`src/rtl/mem_port_arbiter.sv`:
```
// mem_port_arbiter
// ----------------
// Round-robin arbiter that funnels N_CORES independent memory requests onto
// one shared memory port. It uses a req/ack handshake with the memory, so the
// memory may take any number of cycles to respond.
//
// Each transaction passes through three states: IDLE -> ISSUE -> RESP.
//   IDLE  : choose the next requesting core, latch its command, raise mem_req.
//   ISSUE : hold the command until mem_ack arrives, or until the watchdog fires.
//   RESP  : one cycle; core_done/core_err are registered at the end of it.
//
// Parameters:
//   N_CORES  number of requesting cores (2..16)
//   ADDR_W   address width
//   DATA_W   data width
//   TIMEOUT  ISSUE cycles without an ack before the transaction is aborted
//            (0 disables the watchdog)
//   CNT_W    width of the per-core grant counters
//
// Ports:
//   clk, rst        clock; asynchronous active-low reset
//   core_req/we     per-core request (held until core_done) and write flag
//   core_addr/wdata per-core command, core i at [i*W +: W]
//   core_rdata      read data, broadcast, valid with core_done
//   core_done       one-hot, one-cycle completion pulse
//   core_err        high with core_done when the transaction timed out
//   grant, busy     one-hot owner of the transaction in flight / in-flight flag
//   mem_*           shared memory port (mem_req is held until mem_ack)
//   stat_grants     per-core saturating grant counters
//
// Optional feature: define ARB_STATS_EN to build the grant counters.
// Without it, stat_grants is tied to zero.
module mem_port_arbiter #(
    parameter int N_CORES = 4,
    parameter int ADDR_W  = 8,
    parameter int DATA_W  = 8,
    parameter int TIMEOUT = 0,
    parameter int CNT_W   = 16
) (
    input  logic                        clk,
    input  logic                        rst,
    input  logic [N_CORES-1:0]          core_req,
    input  logic [N_CORES-1:0]          core_we,
    input  logic [N_CORES*ADDR_W-1:0]   core_addr,
    input  logic [N_CORES*DATA_W-1:0]   core_wdata,
    output logic [DATA_W-1:0]           core_rdata,
    output logic [N_CORES-1:0]          core_done,
    output logic                        core_err,
    output logic [N_CORES-1:0]          grant,
    output logic                        busy,
    output logic                        mem_req,
    output logic                        mem_we,
    output logic [ADDR_W-1:0]           mem_addr,
    output logic [DATA_W-1:0]           mem_wdata,
    input  logic [DATA_W-1:0]           mem_rdata,
    input  logic                        mem_ack,
    output logic [N_CORES*CNT_W-1:0]    stat_grants
);

    localparam int IDX_W = $clog2(N_CORES);

    typedef enum logic [1:0] {
        IDLE  = 2'd0,
        ISSUE = 2'd1,
        RESP  = 2'd2
    } state_t;

    state_t              state_q, state_d;
    logic [N_CORES-1:0]  grant_q, grant_d;
    logic                busy_q, busy_d;
    logic                mem_req_q, mem_req_d;
    logic                mem_we_q, mem_we_d;
    logic [ADDR_W-1:0]   mem_addr_q, mem_addr_d;
    logic [DATA_W-1:0]   mem_wdata_q, mem_wdata_d;
    logic [DATA_W-1:0]   rdata_q, rdata_d;
    logic [IDX_W-1:0]    owner_q, owner_d;
    logic [IDX_W-1:0]    last_grant_q, last_grant_d;
    logic                err_q, err_d;
    logic [N_CORES-1:0]  done_q, done_d;
    logic                core_err_q, core_err_d;

    logic                pick_valid;
    logic [IDX_W-1:0]    pick_idx;
    logic                timeout_hit;

    // Round-robin pick. The scan starts one past the last owner and wraps,
    // so the core that was served most recently has the lowest priority.
    always_comb begin
        int cand;
        pick_valid = 1'b0;
        pick_idx   = '0;
        cand       = 0;
        for (int j = 1; j <= N_CORES; j++) begin
            cand = (int'(last_grant_q) + j) % N_CORES;
            if (!pick_valid && core_req[IDX_W'(cand)]) begin
                pick_valid = 1'b1;
                pick_idx   = IDX_W'(cand);
            end
        end
    end

    // Watchdog: counts ISSUE cycles that end without an ack. It fires on the
    // TIMEOUT-th such cycle, so mem_req stays high for exactly TIMEOUT cycles.
    // If the ack and the timeout land in the same cycle, the ack wins.
    generate
        if (TIMEOUT > 0) begin : g_wd
            localparam int WD_W = $clog2(TIMEOUT + 1);
            logic [WD_W-1:0] wd_cnt_q, wd_cnt_d;

            assign timeout_hit = (state_q == ISSUE) && !mem_ack &&
                                 (wd_cnt_q == WD_W'(TIMEOUT - 1));

            always_comb begin
                wd_cnt_d = '0;
                if (state_q == ISSUE && !mem_ack && !timeout_hit) begin
                    wd_cnt_d = wd_cnt_q + 1'b1;
                end
            end

            always_ff @(posedge clk or negedge rst) begin
                if (!rst) begin
                    wd_cnt_q <= '0;
                end else begin
                    wd_cnt_q <= wd_cnt_d;
                end
            end
        end else begin : g_no_wd
            assign timeout_hit = 1'b0;
        end
    endgenerate

    // Next-state logic and register updates for the three-state FSM.
    always_comb begin
        state_d      = state_q;
        grant_d      = grant_q;
        busy_d       = busy_q;
        mem_req_d    = mem_req_q;
        mem_we_d     = mem_we_q;
        mem_addr_d   = mem_addr_q;
        mem_wdata_d  = mem_wdata_q;
        rdata_d      = rdata_q;
        owner_d      = owner_q;
        last_grant_d = last_grant_q;
        err_d        = err_q;
        done_d       = '0;
        core_err_d   = 1'b0;

        unique case (state_q)
            IDLE: begin
                if (pick_valid) begin
                    owner_d           = pick_idx;
                    grant_d           = '0;
                    grant_d[pick_idx] = 1'b1;
                    busy_d            = 1'b1;
                    mem_req_d         = 1'b1;
                    mem_we_d          = core_we[pick_idx];
                    mem_addr_d        = core_addr[pick_idx*ADDR_W +: ADDR_W];
                    mem_wdata_d       = core_wdata[pick_idx*DATA_W +: DATA_W];
                    state_d           = ISSUE;
                end
            end
            ISSUE: begin
                if (mem_ack) begin
                    // A write leaves the last read data visible.
                    if (!mem_we_q) begin
                        rdata_d = mem_rdata;
                    end
                    mem_req_d = 1'b0;
                    state_d   = RESP;
                end else if (timeout_hit) begin
                    mem_req_d = 1'b0;
                    err_d     = 1'b1;
                    state_d   = RESP;
                end
            end
            RESP: begin
                // grant_q is one-hot on the owner, so it doubles as the done mask.
                done_d       = grant_q;
                core_err_d   = err_q;
                last_grant_d = owner_q;
                grant_d      = '0;
                busy_d       = 1'b0;
                mem_req_d    = 1'b0;
                err_d        = 1'b0;
                state_d      = IDLE;
            end
            default: begin
                state_d = IDLE;
            end
        endcase
    end

    always_ff @(posedge clk or negedge rst) begin
        if (!rst) begin
            state_q      <= IDLE;
            grant_q      <= '0;
            busy_q       <= 1'b0;
            mem_req_q    <= 1'b0;
            mem_we_q     <= 1'b0;
            mem_addr_q   <= '0;
            mem_wdata_q  <= '0;
            rdata_q      <= '0;
            owner_q      <= '0;
            // Start one below core 0 so the first grant goes to core 0.
            last_grant_q <= IDX_W'(N_CORES - 1);
            err_q        <= 1'b0;
            done_q       <= '0;
            core_err_q   <= 1'b0;
        end else begin
            state_q      <= state_d;
            grant_q      <= grant_d;
            busy_q       <= busy_d;
            mem_req_q    <= mem_req_d;
            mem_we_q     <= mem_we_d;
            mem_addr_q   <= mem_addr_d;
            mem_wdata_q  <= mem_wdata_d;
            rdata_q      <= rdata_d;
            owner_q      <= owner_d;
            last_grant_q <= last_grant_d;
            err_q        <= err_d;
            done_q       <= done_d;
            core_err_q   <= core_err_d;
        end
    end

    assign core_rdata = rdata_q;
    assign core_done  = done_q;
    assign core_err   = core_err_q;
    assign grant      = grant_q;
    assign busy       = busy_q;
    assign mem_req    = mem_req_q;
    assign mem_we     = mem_we_q;
    assign mem_addr   = mem_addr_q;
    assign mem_wdata  = mem_wdata_q;

`ifdef ARB_STATS_EN
    // Per-core grant counters. They advance when the owner reaches RESP,
    // which includes timed-out transactions, and they saturate at all-ones.
    genvar gi;
    generate
        for (gi = 0; gi < N_CORES; gi++) begin : g_stat
            logic [CNT_W-1:0] cnt_q, cnt_d;

            always_comb begin
                cnt_d = cnt_q;
                if (state_q == RESP && owner_q == IDX_W'(gi) && !(&cnt_q)) begin
                    cnt_d = cnt_q + 1'b1;
                end
            end

            always_ff @(posedge clk or negedge rst) begin
                if (!rst) begin
                    cnt_q <= '0;
                end else begin
                    cnt_q <= cnt_d;
                end
            end

            assign stat_grants[gi*CNT_W +: CNT_W] = cnt_q;
        end
    endgenerate
`else
    assign stat_grants = '0;
`endif

endmodule

```
`config.mk`:
```
export PLATFORM = sky130hd
export DESIGN_NAME = mem_port_arbiter
export DESIGN_NICKNAME = d
export VERILOG_FILES = /design/src/rtl/mem_port_arbiter.sv
export SDC_FILE = /design/constraint.sdc
export NUM_CORES = 1
export LEC_CHECK = 0
export CAP_MARGIN = 20
export CORE_MARGIN = 2
export CORE_UTILIZATION = 34
export CTS_CLUSTER_DIAMETER = 30
export CTS_CLUSTER_SIZE = 24
export DETAILED_ROUTE_END_ITERATION = 10
export PLACE_DENSITY = 0.78
export SLEW_MARGIN = 20
export SYNTH_ARGS = -nofsm -noshare
export SYNTH_HDL_FRONTEND = slang
export SYNTH_SLANG_ARGS = --single-unit
```
`constraint.sdc`:
```
create_clock -name clk -period 1.5 [get_ports clk]
set_input_delay 0.45 -clock clk [delete_from_list [all_inputs] [get_ports clk]]
set_output_delay 0.45 -clock clk [all_outputs]
set_load 0.02 [all_outputs]
```
==> results of run 1 <==
[final timing paths]
| path | cells after the start | startpoint | endpoint | slack (ns) |
|---|---|---|---|---|
| max in group asynchronous | 2 | rst | mem_wdata[0]$_DFFE_PN0P_ | 0.96 |
| min in group clk | 2 | owner_q[1]$_DFFE_PN0P_ | last_grant_q[1]$_DFFE_PN1P_ | 0.50 |
| max reg2reg | 6 | last_grant_q[1]$_DFFE_PN1P_ | mem_wdata[5]$_DFFE_PN0P_ | -0.12 |
| max | 6 | last_grant_q[1]$_DFFE_PN1P_ | mem_wdata[5]$_DFFE_PN0P_ | -0.12 |
| min | 1 | rst | core_rdata[1]$_DFFE_PN0P_ | 0.07 |
| min reg2reg | 2 | owner_q[1]$_DFFE_PN0P_ | last_grant_q[1]$_DFFE_PN1P_ | 0.50 |
[cells by family after synthesis]
kind of cell | Yosys count | synth area share
flops | 41 | 0.355
buf+inv | 94 | 0.256
other cells | 1 | 0.00130
compound gates | 81 | 0.214
fa+ha+maj | 4 | 0.0173
simple gates | 72 | 0.122
mux | 9 | 0.0346
[per-layer routing]
metal / GRT usage / part of all wire
met1: 0.192 / 0.38
met2: 0.302 / 0.49
met3: 0.0470 / 0.12
met4: 0.0679 / 0.016
met5: 0 / 0
[flip-flops by register name, indices dropped and copies added, names as in the netlist]
register / flops
state_q: 2
mem_req: 1
mem_wdata: 8
mem_we: 1
mem_addr: 8
last_grant_q: 2
busy: 1
owner_q: 2
core_rdata: 8
grant: 4
core_done: 4
[layout make-up]
| class | instances | area (sq um) |
|---|---|---|
| fillers | 750 | 3900 |
| repair buffers | 163 | 1580 |
| multi-input cells | 231 | 1440 |
| flip-flops and latches | 41 | 1030 |
| well taps | 105 | 131 |
| clock buffers | 6 | 82.6 |
| clock inverters | 2 | 37.5 |
| inverters | 5 | 18.8 |
[stage by stage]
step,total power [uW],cells,util,cell area [sq um]
floorplan,4710,366,-,3160
global placement,6190,535,0.489,4020
detailed placement,6320,535,0.489,4020
CTS,7230,549,0.513,4220
global route,7900,553,0.526,4320
finish,7390,553,0.526,4320
[placed cells by master, fill, tap and decap left out, drive strengths merged, types with 3 or more instances in the layout]
cell           count
o21ai             13
a32oi             17
a41oi             18
buf               48
a21oi              3
dfrtp             39
dlygate4sd2       27
conb              65
nor2              23
clkdlybuf4s15     10
inv                5
nor2b              6
clkdlybuf4s50     77
nand2             29
clkbuf             7
and2               5
ha                 4
mux2               8
a31oi             21
[report_power, final]
part | internal (uW) | switching [uW]
combinational | 2130 | 2410
sequential | 1640 | 275
clock | 541 | 401
total | 4300 | 3080
[worst max-delay path, delay by kind of cell (launching register included)]
kind	cells	cell delay, ns
buffers and inverters	2	0.29
AOI/OAI and AO/OA	3	0.58
DFF	1	0.58
and+or+nand+nor	1	0.04
[timing repair]
item,in CTS,in global routing
pin swaps,6,4
endpoints found under the setup margin,62,41
gates cloned,1,0
resized for setup,57,25
endpoints found under the hold margin,0,0
setup buffers,5,4
==> impl_results.md, run 1 <==
- Status: complete, but fails checks
- Failing checks: negative setup slack
- Core area: 8220 sq um
- Post-route clock period utilization: 1.08
- Die ar.: 9270 sq um
- Final net count: 534
- CTS Hold Buffers Added: 0
- CTS Root Cell: clkbuf_8
- Pre-CTS setup slack: -0.850 ns
- Critical path arrival: 1.79 ns
- Max_cap viols: 0
- First-pass GRT wire length: 12100 um
- Setup ws final: -0.117 ns
- Number of routed nets with antenna violations: 0
- Seq cells post-synth: 41
- Min Hold Slack: 0.0714 ns
- TritonCTS clock tree: yes
- Initial core utilization: 0.352
- Area of the mapped netlist: 2900 sq um
- Setup violators final: 18
- Lkg Pwr: 0.00189 uW
- Worst Hold Class: input pin to async pin
- Post-Synthesis Cells: 302
- Final HPWL DP: 6380 um
- Layout cells sized above 1: 0.190
- Synth top area cells: dfrtp_1 (34%), buf_4 (17%), a41oi_1 (5.4%)
- Skew-Pair Late Insertion Delay: 0.30 ns
- Remaining Overflow, GRT: 0
- CP Max Fanout: 17
- Ys async rst share: 1.00
- Vias: 2640
- Ys Warns: 0
- Total routed wirelength: 8510 um
- Slew Limit Fails: 0
- Syn Area/Cell: 9.59 sq um
- Count leader, synth: buf_4
- Worst IR Drop VDD: 0.598 mV
- Ys flop type: dfrtp_1
- H-tree depth: 2
- Clock slew at reported path FFs: 0.08 ns
- Crit-path max cell delay: 0.58 ns
- Port Buffers: 117
- Total GRT Usage: 0.170
- Critical-path cell with the highest stage delay: dfstp_2
- Max Freq: 618 MHz
- IO Count: 183
- Number of DRC markers in iteration 0: 116
- Seq/Total Area, Yosys: 0.355
- Vias per inst: 4.77
- CTS Sinks: 41
- Largest net degree at the start of global routing: 22
- Post-synth top cells: buf_4 (66), dfrtp_1 (39), nand2_1 (29)
- Skew final: 0.00695 ns
- Crit path cell chain: buf_6 -> nor3b_2 -> o31a_1 -> buf_12 -> a32oi_1 -> a31oi_1
- Largest area contributor in the netlist: dfrtp_1
- 1st-pass router iterations: 4
- Std-Cell Rows: 33
- Post-synth EDFFs: 0
- Clk buf depth: 2
- WL/cell: 15.4 um
- Die X: 96.3 um
- Setup TNS: -1.72 ns
- Unique masters post-synth: 43
- N_diodes: 0
- Area Overhead vs Synth: 49.2%
- RSZ-0062 raised after global routing: true
- Vias in the first global route: 2505
- Startpoint types: register
- Drc violations: 0
- Crit path time final: 1.62 ns
- Post-synth top area share: 0.337
- Final Hold Viols: 0
- Kind of critical path: register to register
- CTS Buf Count: 5
- Worst Setup End Kind: register
- P per Cell Area: 1710 nW/um^2
- Die height: 96.3 um
- Critical Path RT: 1.68 ns
- Initial antenna violation count: 0
- GPL Wtd Cong: 0.801
No activity file was read; power rests on OpenSTA's default activity.
==> inputs of run 2 (changes only) <==
--- a/config.mk
+++ b/config.mk
@@ -6,12 +6,15 @@
 export NUM_CORES = 1
 export LEC_CHECK = 0
 export CAP_MARGIN = 20
+export CORE_ASPECT_RATIO = 0.5
 export CORE_MARGIN = 2
-export CORE_UTILIZATION = 34
+export CORE_UTILIZATION = 45
 export CTS_CLUSTER_DIAMETER = 30
 export CTS_CLUSTER_SIZE = 24
 export DETAILED_ROUTE_END_ITERATION = 10
-export PLACE_DENSITY = 0.78
+export DONT_BUFFER_PORTS = 1
+export MAX_ROUTING_LAYER = met4
+export PLACE_DENSITY = 0.62
 export SLEW_MARGIN = 20
 export SYNTH_ARGS = -nofsm -noshare
 export SYNTH_HDL_FRONTEND = slang
==> run 2 against run 1 <==
The run still ends with negative setup slack left. Worst setup slack lost 0.065 ns. Flip-flop and latch count is the same. Global-route usage is 1.7 points higher. Non-clock buffer count shrank 139. Critical path type unchanged.
==> impl_results.md, run 2 (synthesis results as in run 1) <==
- Status: complete, but fails checks
- Failing checks: negative setup slack
- Max Freq: 594 MHz
- RSZ-0062 raised after global routing: true
- Largest net degree at the start of global routing: 40
- Tot Pwr: 6910 uW
- Most common cell on crit path: buf_6
- Worst IR Drop VDD: 0.723 mV
- CTS Root Cell: clkbuf_16
- Total GRT Usage: 0.187
- Dpl cells: 384
- CTS Buf Count: 5
- Worst Hold Class: input pin to async pin
- N_diodes: 0
- Commonest cells after routing, fill and taps aside: conb_1 (65), dfrtp_1 (39), nand2_1 (29), nor2_1 (23), a31oi_1 (21)
- R2R depth: 7
- Final HPWL DP: 5140 um
- P per Cell Area: 2230 nW/um^2
- Crit path cell chain: nor2b_4 -> buf_6 -> o311ai_4 -> buf_6 -> clkbuf_16 -> a32oi_2 -> a31oi_1
- CP Max Fanout: 7
- Reg area: 1030 sq um
- TritonCTS clock tree: yes
- Final core utilization: 0.504
- Core area: 6130 sq um
- Port Buffers: 0
- Vias in the first global route: 1769
- Setup violators final: 19
- Total routed wirelength: 7120 um
- Crit-path max cell delay: 0.58 ns
- Critical-path cell with the highest stage delay: dfstp_2
- Post-route clock period utilization: 1.12
- Vias: 2144
- Critical path arrival: 1.88 ns
- Drc violations: 0
- Layout cells sized above 1: 0.204
- Area Overhead vs Synth: 6.78%
- Lkg Pwr: 0.00131 uW
- CTS Sinks: 41
- Die height: 60.7 um
- Die ar.: 7130 sq um
- 1st-pass router iterations: 4
- Critical Path RT: 1.70 ns
- Initial core utilization: 0.472
- Vias per inst: 5.40
- Crit path time final: 1.68 ns
- Worst Setup End Kind: register
- Remaining Overflow, GRT: 0
- H-tree depth: 2
- Pre-CTS setup slack: -0.236 ns
- Commonest non-fill, non-tap cell in the layout: conb_1
- Final Hold Viols: 0
- Clock slew at reported path FFs: 0.06 ns
- Initial antenna violation count: 0
- Slew Limit Fails: 0
- Number of routed nets with antenna violations: 0
- Multi-input gate area: 1450 sq um
- Skew-Pair Late Insertion Delay: 0.28 ns
- Number of DRC markers in iteration 0: 255
- Skew final: 0.00327 ns
- GPL Wtd Cong: 0.789
- Kind of critical path: register to register
- R2R Setup Slk: -0.18 ns
- Final net count: 395
- Clk buf depth: 2
- Max_cap viols: 0
- Startpoint types: register
- Setup ws final: -0.182 ns
- First-pass GRT wire length: 9810 um
- Std-Cell Rows: 20
- WL/cell: 17.9 um
- Die X: 117 um
- Final std cells w/o fill: 397
- IO Count: 183
- # fillers: 573
-- run 2: cell count changes in the layout (fill, tap and decap cells not counted), sizes merged --
cell and delta:
clkbuf +1, buf -25, clkinvlp -1, clkdlybuf4s50 -77
dlygate4sd2 -27, clkdlybuf4s15 -10
-- run 2: worst paths after layout --
check,from,to
worst max register to register,last_grant_q[0]$_DFFE_PN1P_,mem_wdata[3]$_DFFE_PN0P_
max in group asynchronous,rst,core_rdata[7]$_DFFE_PN0P_
worst min-delay path,rst,mem_addr[6]$_DFFE_PN0P_
worst max-delay path,last_grant_q[0]$_DFFE_PN1P_,mem_wdata[3]$_DFFE_PN0P_
worst min register to register,owner_q[1]$_DFFE_PN0P_,owner_q[1]$_DFFE_PN0P_
min in group clk,core_addr[0],mem_addr[0]$_DFFE_PN0P_
-- run 2: stage by stage --
step                hold WS (ns)  instance area (sq um)  TNS (ns)
finish                   0.00755                   3090     -2.80
floorplan                  0.154                   3160    -0.614
detailed placement         0.156                   2740     -4.17
global route             0.00159                   3090     -3.89
CTS                      0.00589                   2960     -2.45
global placement           0.156                   2740     -3.27
-- run 2: where the power goes --
part | switching (uW) | total (uW) | internal [uW]
Clock | 407 | 1240 | 831
Sequential | 901 | 2540 | 1640
Combinational | 1610 | 3130 | 1520
Total | 2920 | 6910 | 3990
-- run 2: metal layers --
metal  wire, um  up-vias  GRT usage
met5          0        -          -
met4         43        0     0.0568
met3       1000        5     0.0705
met2       3460      154      0.298
met1       2610     1024      0.225
li1           -      961          -
-- run 2: repair_timing --
item,in CTS,in global routing
setup buffers,1,2
pin swaps,3,6
gates resized for setup,4,20
hold buffers,1,0
endpoints found under the hold margin,39,0
gates cloned,0,1
endpoints found under the setup margin,20,25
-- run 2: layout make-up --
class / count / area share
multi-input combinational: 231 / 0.467
sequential: 41 / 0.333
timing repair buffer: 24 / 0.102
clock buffer: 7 / 0.0461
tap: 88 / 0.0356
clock inverter: 1 / 0.00971
inverter: 5 / 0.00607
-- run 2: critical path: cells and delay by family, from the launching register on --
family | cells | cell delay (ns)
flops | 1 | 0.58
compound gates | 3 | 0.53
simple gates | 1 | 0.05
buf+inv | 3 | 0.44
